==> src/rtl/pci_target_responder.sv <==
// PCI target: decodes memory read/write to a 64-byte window and serves
// bursts from a 16 x 32-bit register file with configurable initial wait states.
module pci_target_responder #(
   parameter logic [31:0] BASE_ADDR   = 32'h0000_1000,
   parameter int unsigned WAIT_STATES = 2
) (
   input  logic        clk,
   input  logic        reset,
   input  logic        FRAME_,
   input  logic        IRDY_,
   input  logic [3:0]  C_BE_,
   input  logic [31:0] AD,
   output logic        DEVSEL_,
   output logic        TRDY_,
   output logic [31:0] ad_o,
   output logic        ad_oe
);

   localparam int unsigned DEPTH = 16;
   localparam int unsigned AW    = 4;
   localparam int unsigned DW    = 32;
   localparam int unsigned WCW   = 3;
   localparam int unsigned NLANE = DW / 8;
   localparam logic [3:0]  CMD_RD = 4'b0110;
   localparam logic [3:0]  CMD_WR = 4'b0111;
   localparam logic [WCW-1:0] WAIT_LAST = WCW'((WAIT_STATES == 0) ? 0 : WAIT_STATES - 1);

   typedef enum logic [2:0] {S_IDLE, S_BUSY, S_WAIT, S_DATA, S_TURN} state_t;

   state_t            r_state;
   logic [AW-1:0]     r_idx;
   logic [3:0]        r_cmd;
   logic [WCW-1:0]    r_wcnt;
   logic              r_frame_prev;
   logic              r_devsel_n;
   logic              r_trdy_n;
   logic              r_ad_oe;
   logic [DW-1:0]     r_ad_o;
   logic [DW-1:0]     r_mem [DEPTH];

   state_t            w_state_nx;
   logic [AW-1:0]     w_idx_nx;
   logic [3:0]        w_cmd_nx;
   logic [WCW-1:0]    w_wcnt_nx;
   logic              w_addr_phase;
   logic              w_hit;
   logic              w_abort;
   logic              w_xfer;
   logic              w_rd_nx;
   logic [DW-1:0]     w_ad_o_nx;

   // Next-state logic; outputs are derived from the next state so they register in step with it.
   always_comb begin
      w_state_nx   = r_state;
      w_idx_nx     = r_idx;
      w_cmd_nx     = r_cmd;
      w_wcnt_nx    = r_wcnt;
      w_xfer       = 1'b0;
      w_addr_phase = (r_state == S_IDLE) && !FRAME_ && r_frame_prev;
      w_hit        = (AD[31:6] == BASE_ADDR[31:6]) && ((C_BE_ == CMD_RD) || (C_BE_ == CMD_WR));
      w_abort      = FRAME_ && IRDY_;

      case (r_state)
         S_IDLE: begin
            if (w_addr_phase) begin
               w_cmd_nx  = C_BE_;
               w_idx_nx  = AD[5:2];
               w_wcnt_nx = '0;
               if (!w_hit)                w_state_nx = S_BUSY;
               else if (WAIT_STATES == 0) w_state_nx = S_DATA;
               else                       w_state_nx = S_WAIT;
            end
         end
         S_BUSY: begin
            if (w_abort) w_state_nx = S_IDLE;
         end
         S_WAIT: begin
            if (w_abort)                  w_state_nx = S_TURN;
            else if (r_wcnt == WAIT_LAST) w_state_nx = S_DATA;
            else                          w_wcnt_nx  = r_wcnt + WCW'(1);
         end
         S_DATA: begin
            if (w_abort) begin
               w_state_nx = S_TURN;
            end else if (!IRDY_) begin
               w_xfer   = 1'b1;
               w_idx_nx = r_idx + AW'(1);
               if (FRAME_) w_state_nx = S_TURN;
            end
         end
         S_TURN:  w_state_nx = S_IDLE;
         default: w_state_nx = S_IDLE;
      endcase

      w_rd_nx   = (w_state_nx == S_DATA) && (w_cmd_nx == CMD_RD);
      w_ad_o_nx = w_rd_nx ? r_mem[w_idx_nx] : r_ad_o;
   end

   always_ff @(posedge clk) begin
      if (reset) begin
         r_state      <= S_IDLE;
         r_idx        <= '0;
         r_cmd        <= '0;
         r_wcnt       <= '0;
         r_frame_prev <= 1'b1;
         r_devsel_n   <= 1'b1;
         r_trdy_n     <= 1'b1;
         r_ad_oe      <= 1'b0;
         r_ad_o       <= '0;
         for (int unsigned i = 0; i < DEPTH; i++) r_mem[i] <= '0;
      end else begin
         r_state      <= w_state_nx;
         r_idx        <= w_idx_nx;
         r_cmd        <= w_cmd_nx;
         r_wcnt       <= w_wcnt_nx;
         r_frame_prev <= FRAME_;
         r_devsel_n   <= !((w_state_nx == S_WAIT) || (w_state_nx == S_DATA));
         r_trdy_n     <= (w_state_nx != S_DATA);
         r_ad_oe      <= w_rd_nx;
         r_ad_o       <= w_ad_o_nx;
         // Byte-lane write on a completed write data phase
         if (w_xfer && (r_cmd == CMD_WR)) begin
            for (int unsigned b = 0; b < NLANE; b++) begin
               if (!C_BE_[b]) r_mem[r_idx][8*b +: 8] <= AD[8*b +: 8];
            end
         end
      end
   end

   assign DEVSEL_ = r_devsel_n;
   assign TRDY_   = r_trdy_n;
   assign ad_oe   = r_ad_oe;
   assign ad_o    = r_ad_o;

endmodule

==> config.mk <==
export PLATFORM = sky130hd
export DESIGN_NAME = pci_target_responder
export DESIGN_NICKNAME = d
export VERILOG_FILES = /design/src/rtl/pci_target_responder.sv
export SDC_FILE = /design/constraint.sdc
export NUM_CORES = 1
export LEC_CHECK = 0
export CORE_UTILIZATION = 55
export CTS_CLUSTER_DIAMETER = 30
export DETAILED_ROUTE_END_ITERATION = 10
export PLACE_DENSITY_LB_ADDON = 0.2
export SLEW_MARGIN = 20
export SYNTH_ARGS = -nofsm -noshare
export SYNTH_HDL_FRONTEND = slang
export SYNTH_SLANG_ARGS = --single-unit
==> constraint.sdc <==
create_clock -name clk -period 6.41 [get_ports clk]
set_input_delay 0.641 -clock clk [delete_from_list [all_inputs] [get_ports clk]]
set_output_delay 0.641 -clock clk [all_outputs]
set_load 0.01 [all_outputs]
==> impl_summary.txt, run 1 <==
----------------------------------------------------
[Clock tree]
  Count of instances resized after the clock tree is built ... 0
  Reg clk slew, reported paths ... ~40 ps
  Clock latency on the worst-skew pair ... 630 ps
  Number of setup buffers added after CTS ... 0
  Sink count of the clock tree ... between 500 and 600
  Number of buffers added by the clock tree synthesis step ... 107
  Number of H-tree levels ... 3
  Hold-fix buffers, CTS ... 0
  CTS tree ... built
  Largest buffer count on any clock path ... 3
  Clock root buffer ... clkbuf_16

[Yosys]
  Net count after synthesis ... approximately 2100
  Number of synthesized flops with an enable pin ... slightly above 500
  Number of storage elements in the synthesis netlist ... ~560
  Distinct cell type count after synthesis ... 56
  Synthesis warning total ... 0
  Mean area per synthesized cell ... ~13 um^2
  Synth area leaders ... edfxtp_1, and2_1, dfxtp_1
  Cell accounting for the most synthesized area ... edfxtp_1
  Synthesized cell area ... about 26000 um^2
  Async set-reset flop share out of synthesis ... 0%
  Most instantiated cells after synthesis ... and2_1, edfxtp_1, nand2_1, nor2_1, a21oi_1
  Commonest register cell after synthesis ... edfxtp_1
  Synthesized netlist cell count ... about 2000
  Share of synthesized area occupied by flip-flops and latches ... a little over three fifths
  Fraction of post-synthesis cell area in the top cell type by area ... 58.9%

[Worst hold path]
  Kind of path behind the tightest hold check ... flop to flop
  Worst hold path startpoint ... r_cmd[1]

[Run]
  Max cap viols ... 0

[STA]
  Final Cycle Share ... between 50% and 60%
  Setup repair after global routing missed its margin ... no
  Achievable frequency ... approximately 260 MHz
  Final setup violation count ... 0
  Worst clock skew ... between 20 and 25 ps
  Worst slew slack as a fraction of its limit ... between 20% and 30%
  Shortest period the worst path allows ... 3820 ps
  Final Hold Violating Endpoints ... 0
  Pin slew with the least headroom to its limit ... about 1100 ps
  Number of max-slew violations in the final report ... 0
  Total negative setup slack ... 0 ps

[Placement]
  Port bufs ... 74
  Cell total after placement ... between 2000 and 3000
  Final Wtd Congestion ... between 0.8 and 0.9
  HPWL reported at the end of detailed placement ... approximately 41 mm

[Critical path]
  Required time of the critical path ... 6920 ps
  Critical setup path kind ... input pin to flop
  Worst R2R Start ... r_state[1]
  Max stage delay on crit path ... about 1100 ps
  List of cells traversed by the critical path ... clkdlybuf4s50_1 > or4b_4 > a21o_1 > a222oi_1 > nor2b_4 > a22oi_1 > a311oi_1
  Crit path from ... FRAME_
  Critical-path cell with the highest stage delay ... nor2b_4
  Largest fanout of any net on the critical path ... 32
  Crit. End Element ... flop
  Data arrival time of the critical path ... 4330 ps
  Nature of the critical path startpoint ... input pin

[Finish]
  Non-filler cells, final ... about 2800
  Number of nets in the finished design ... approximately 2200
  Fraction of layout cells with a size suffix above 1 ... between 10% and 20%
  Area added between synthesis and finish ... 17.7%

[Global routing]
  Via count of the first global-routing pass ... roughly 17000
  Pin count of the biggest net entering global routing ... 97
  Global-route wire length before repair ... approximately 100 mm
  Initial antenna violation count ... 2
  Total GRT Usage ... approximately 29%
  Overall overflow remaining after global route ... 0

[Floorplanning]
  Width of the die ... 220 um
  Area inside the core boundary ... around 47000 um^2
  Effective utilization at floorplan ... between 50% and 60%
  # rows ... 79
  Number of top-level pins ... 75
  Overall die height ... 220 um
  Die area ... 48400 um^2

[Routing]
  Via total after detailed routing ... between 15000 and 20000
  Iteration-0 DRC Markers ... between 1000 and 1500
  Detailed Routing Iterations Pass 1 ... 9
  Antenna Violating Nets Remaining ... 0
  Routed length per instance ... between 20 and 25 um
  Total routed wirelength ... between 60 and 70 mm
  Number of vias per cell after detailed routing ... approximately 6
  Number of design rule violations left after detail routing ... 8

[Outcome]
  Outcome ... finished with violations
  Violated checks ... design-rule violations

[Power and ir drop]
  Power Density ... approximately 340 nW/um^2
  Cell leakage power ... 0.0114 uW
  Worst vdd ir ... 0.000277 V

----------------------------------------------------
-- worst max-delay path: cells and delay by family --
family / cells / cell delay, ps
buffers and inverters: 1 / 470
and+or+nand+nor: 2 / 1650
AOI/OAI and AO/OA: 4 / 1560
-- logic make-up after synthesis --
logic type	after synthesis	share of synthesized area, %
simple gates	1014	20.9
flops	562	62.7
compound gates	253	6.63
buf+inv	144	3.56
mux	65	5.86
fa+ha+maj	6	0.287
xor+xnor	2	0.0671
-- routing by layer --
layer  part of all wire [%]  vias to the layer above  track usage, %
met5                  0.012                        -               0
met4                    3.0                        2            11.6
met3                    9.0                      133            6.07
met2                     48                      785            45.0
met1                     40                     8335            38.7
li1                       -                     7551               -
-- path summary, 6_finish.rpt --
| check | end | slack, ps | cells after the start |
|---|---|---|---|
| setup reg to reg | ad_o[20] | 2610 | 6 |
| hold / removal | r_cmd[1] | 490 | 2 |
| hold reg to reg | r_cmd[1] | 490 | 2 |
| setup / recovery | ad_o[20] | 2590 | 7 |
-- state kept, by name, summed over array words and instances (netlist names) --
name / flops
r_cmd: 4
r_mem: 512
TRDY_: 1
r_state: 3
r_frame_prev: 1
r_wcnt: 3
ad_oe: 1
r_idx: 4
DEVSEL_: 1
ad_o: 32
-- stage by stage --
stage	power [uW]	area, um^2	hold WS [ps]	setup WS (ps)	util (%)
floorplan	4680	26100	454	3430	-
global placement	4910	27100	472	2080	58.1
CTS	10500	30700	483	2520	65.8
detailed placement	4920	27100	474	1910	58.1
global route	10700	30800	516	2480	65.9
finish	10400	30800	488	2590	65.9
-- cell usage in the layout, fill, tap and decap left out, types with 3 or more instances in the layout --
cell,instances
mux4_2,34
a22oi_1,61
a21oi_1,104
clkinv_1,12
clkinv_4,7
nand3b_1,3
a21o_1,3
nand4_1,3
or2_2,68
mux2i_1,3
buf_12,4
inv_1,9
o21ai_0,6
nor4_1,7
edfxtp_1,512
a32oi_1,3
inv_6,5
buf_4,33
and2_1,512
nand2_1,221
a21oi_2,30
clkinvlp_4,12
dfxtp_1,50
nor3_1,4
clkinv_2,27
nor2b_1,5
clkbuf_8,3
clkbuf_1,9
bufinv_16,15
nor2_1,111
mux4_1,28
a311oi_1,31
nand3_1,67
clkbuf_16,109
ha_1,6
clkdlybuf4s50_1,73
-- power breakdown --
group / internal [uW] / switching, uW / total, uW
combinational: 241 / 480 / 722
clock: 3720 / 1840 / 5570
sequential: 4110 / 37.1 / 4150
-- layout make-up --
class	count	area (um^2)
multi-input combinational	1340	8860
timing repair buffer	112	1090
sequential	562	16400
inverter	9	33.8
fill	3387	15900
clock buffer	121	2800
clock inverter	78	826
antenna	1	2.50
tap	607	759
Power figures use the tool's default switching activity.
==> inputs of run 2 (changes only) <==
==> constraint.sdc (replaced) <==
create_clock -name clk -period 3.62 [get_ports clk]
set_input_delay 0.362 -clock clk [delete_from_list [all_inputs] [get_ports clk]]
set_output_delay 0.362 -clock clk [all_outputs]
set_load 0.01 [all_outputs]
==> run 2 against run 1 <==
Compared with the run above: the flow still finishes with violations (design-rule violations); combinational power increased by 84%; via count increased by 2.2%; critical path depth unchanged; clock skew increased by 8.0 ps; sequential power increased by 77%; cell count increased by 2.8%; critical path type is now flop to flop; critical endpoint is now ad_o[8]; highest routed layer is now met4.
==> impl_summary.txt, run 2 (synthesized netlist as in run 1, its figures left out) <==
----------------------------------------------------
[Critical path]
  Largest fanout of any net on the critical path ... 34 (+6.3%)
  Nature of the critical path startpoint ... flop
  Required time of the critical path ... 4130 ps (-2790 ps)
  Crit. End Element ... flop
  Critical setup path kind ... flop to flop
  Max stage delay on crit path ... 650 ps (-410 ps)
  List of cells traversed by the critical path ... or4b_4 > a211oi_2 > a2bb2oi_4 > buf_12 > mux4_1 > a22oi_1 > a311oi_1
  Data arrival time of the critical path ... 3740 ps (-590 ps)
  Kind of cell adding the most delay to the critical path ... compound AO/OA/AOI/OAI gates
  Critical path buffer and inverter count ... 1 (unchanged)
  Critical-path cell with the highest stage delay ... or4b_4

[Power and ir drop]
  Part of the power in combinational logic ... 6.8% (about the same)
  Cell leakage power ... 0.0120 uW (+5.0%)
  Total power after layout ... 19400 uW (+86%)
  Net switching power ... 4310 uW (+83%)
  Cell-internal power ... 15100 uW (+87%)
  Switch share ... 22.2% (-0.40 points)
  Clock Power Share ... 55.3% (+2.0 points)
  Worst vdd ir ... 0.000425 V (+54%)
  Power Density ... 612 nW/um^2 (+80%)
  Seq pwr share ... 37.9% (-1.8 points)

[STA]
  Setup repair after global routing missed its margin ... no
  Total negative setup slack ... 0 ps (unchanged)
  Achievable frequency ... 310 MHz
  Worst hold-check slack ... 196 ps (-292 ps)
  Shortest period the worst path allows ... around 3200 ps
  Pin slew with the least headroom to its limit ... 1040 ps (-108 ps)
  Worst slew slack as a fraction of its limit ... 30.8% (+7.4 points)
  Final setup violation count ... 0 (unchanged)
  Final Hold Violating Endpoints ... 0 (unchanged)
  Number of max-slew violations in the final report ... 0 (unchanged)
  Final Cycle Share ... about nine tenths
  Final setup margin ... 390 ps (-2200 ps)
  Worst clock skew ... 29.5 ps (+8.04 ps)

[Global routing]
  Total GRT Usage ... 29.5% (+0.99 points)
  Via count of the first global-routing pass ... 17200 (+3.1%)
  Overall overflow remaining after global route ... 0 (unchanged)
  Initial antenna violation count ... 1 (-1)
  Pin count of the biggest net entering global routing ... 87 (-10%)
  Global-route wire length before repair ... 105 mm (+3.8%)

[Floorplanning]
  Die area ... 48400 um^2 (unchanged)
  # rows ... 79 (unchanged)
  Effective utilization at floorplan ... 56.0% (unchanged)
  Area inside the core boundary ... 46700 um^2 (unchanged)
  Number of top-level pins ... 75 (unchanged)
  Overall die height ... 220 um (unchanged)
  Width of the die ... 220 um (unchanged)

[Finish]
  Area added between synthesis and finish ... 21.5%
  Leading cell types in the layout, fill and taps excluded ... and2_1, edfxtp_1, nand2_1
  Non-filler cells, final ... 2910 (+2.8%)
  Fraction of layout cells with a size suffix above 1 ... 19.4% (+3.0 points)
  Number of nets in the finished design ... 2254 (+3.5%)
  Number of flip-flops in the largest register ... 512 (unchanged)
  Register bank with the most flops ... r_mem

[Clock tree]
  Sink count of the clock tree ... 562 (unchanged)
  Hold-fix buffers, CTS ... 0 (unchanged)
  Largest buffer count on any clock path ... 3 (unchanged)
  Reg clk slew, reported paths ... 50 ps (about the same)
  Number of setup buffers added after CTS ... 0 (unchanged)
  Count of instances resized after the clock tree is built ... 0 (unchanged)
  CTS tree ... built
  Number of H-tree levels ... 3 (unchanged)
  Clock latency on the worst-skew pair ... 650 ps (+20 ps)
  Number of buffers added by the clock tree synthesis step ... 109 (+1.9%)
  Clock root buffer ... clkbuf_16

[Routing]
  Via total after detailed routing ... 17200 (+2.2%)
  Number of vias per cell after detailed routing ... 5.90 (-0.59%)
  Total routed wirelength ... 69.6 mm (+3.6%)
  Iteration-0 DRC Markers ... 1766 (+21%)
  Routed length per instance ... 23.9 um (+0.78%)
  Detailed Routing Iterations Pass 1 ... 8 (-1)
  Number of design rule violations left after detail routing ... 4 (-4)
  Antenna Violating Nets Remaining ... 0 (unchanged)

[Run]
  Max cap viols ... 0 (unchanged)

[Placement]
  Final Wtd Congestion ... 0.864 (-0.84%)
  Worst setup slack after placement ... 30.6 ps (-1880 ps)
  Port bufs ... 74 (unchanged)
  Cell total after placement ... 2704 (+2.9%)
  HPWL reported at the end of detailed placement ... 44.2 mm (+8.1%)

[Worst hold path]
  Kind of path behind the tightest hold check ... input pin to flop

[Outcome]
  Violated checks ... design-rule violations
  Outcome ... finished with violations

----------------------------------------------------
==> run 2: cell types whose count changed in the layout (fill, tap and decap cells not counted), moves of 5 or more <==
| cell | previous run | this run |
|---|---|---|
| buf_4 | 33 | 100 |
| clkinv_1 | 12 | 4 |
| clkbuf_8 | 3 | 11 |
| buf_12 | 4 | 13 |
| bufinv_16 | 15 | 21 |
| clkbuf_1 | 9 | 14 |
| clkinv_2 | 27 | 19 |
==> run 2: worst paths after layout <==
check                           cells after the start       start  slack (ps)       end
worst max-delay path                                7  r_state[1]         390   ad_o[8]
worst min-delay path                                2       reset         200   ad_o[8]
worst max register to register                      7  r_state[1]         390   ad_o[8]
worst min register to register                      2    r_cmd[2]         480  r_cmd[2]
==> run 2: layout make-up <==
cell class,instances,area (um^2)
sequential,562,16400
fill,3290,14900
multi-input combinational,1340,8860
clock buffer,137,3010
timing repair buffer,186,1740
clock inverter,68,962
tap,607,759
inverter,9,33.8
antenna,1,2.50
==> run 2: metrics by stage <==
step / cell area [um^2] / utilization, %
finish: 31700 / 68.0
floorplan: 26100 / -
CTS: 31700 / 68.0
global route: 31700 / 68.0
detailed placement: 27800 / 59.5
global placement: 27800 / 59.5
==> run 2: power by group through the flow <==
stage / sequential [uW] / combinational, uW / clock, uW
finish: 7360 / 1330 / 10700
global route: 7370 / 1410 / 11100
CTS: 7350 / 1320 / 10800
detailed placement: 7470 / 1310 / 0
global placement: 7460 / 1290 / 0
floorplan: 7430 / 852 / 0
==> run 2: layer usage <==
metal | track usage [%] | up-vias | part of all wire, %
met4 | 11.5 | 0 | 2.8
met5 | 0 | - | 0
met2 | 47.8 | 810 | 49
met1 | 39.5 | 8528 | 40
li1 | - | 7715 | -
met3 | 5.73 | 126 | 8.2
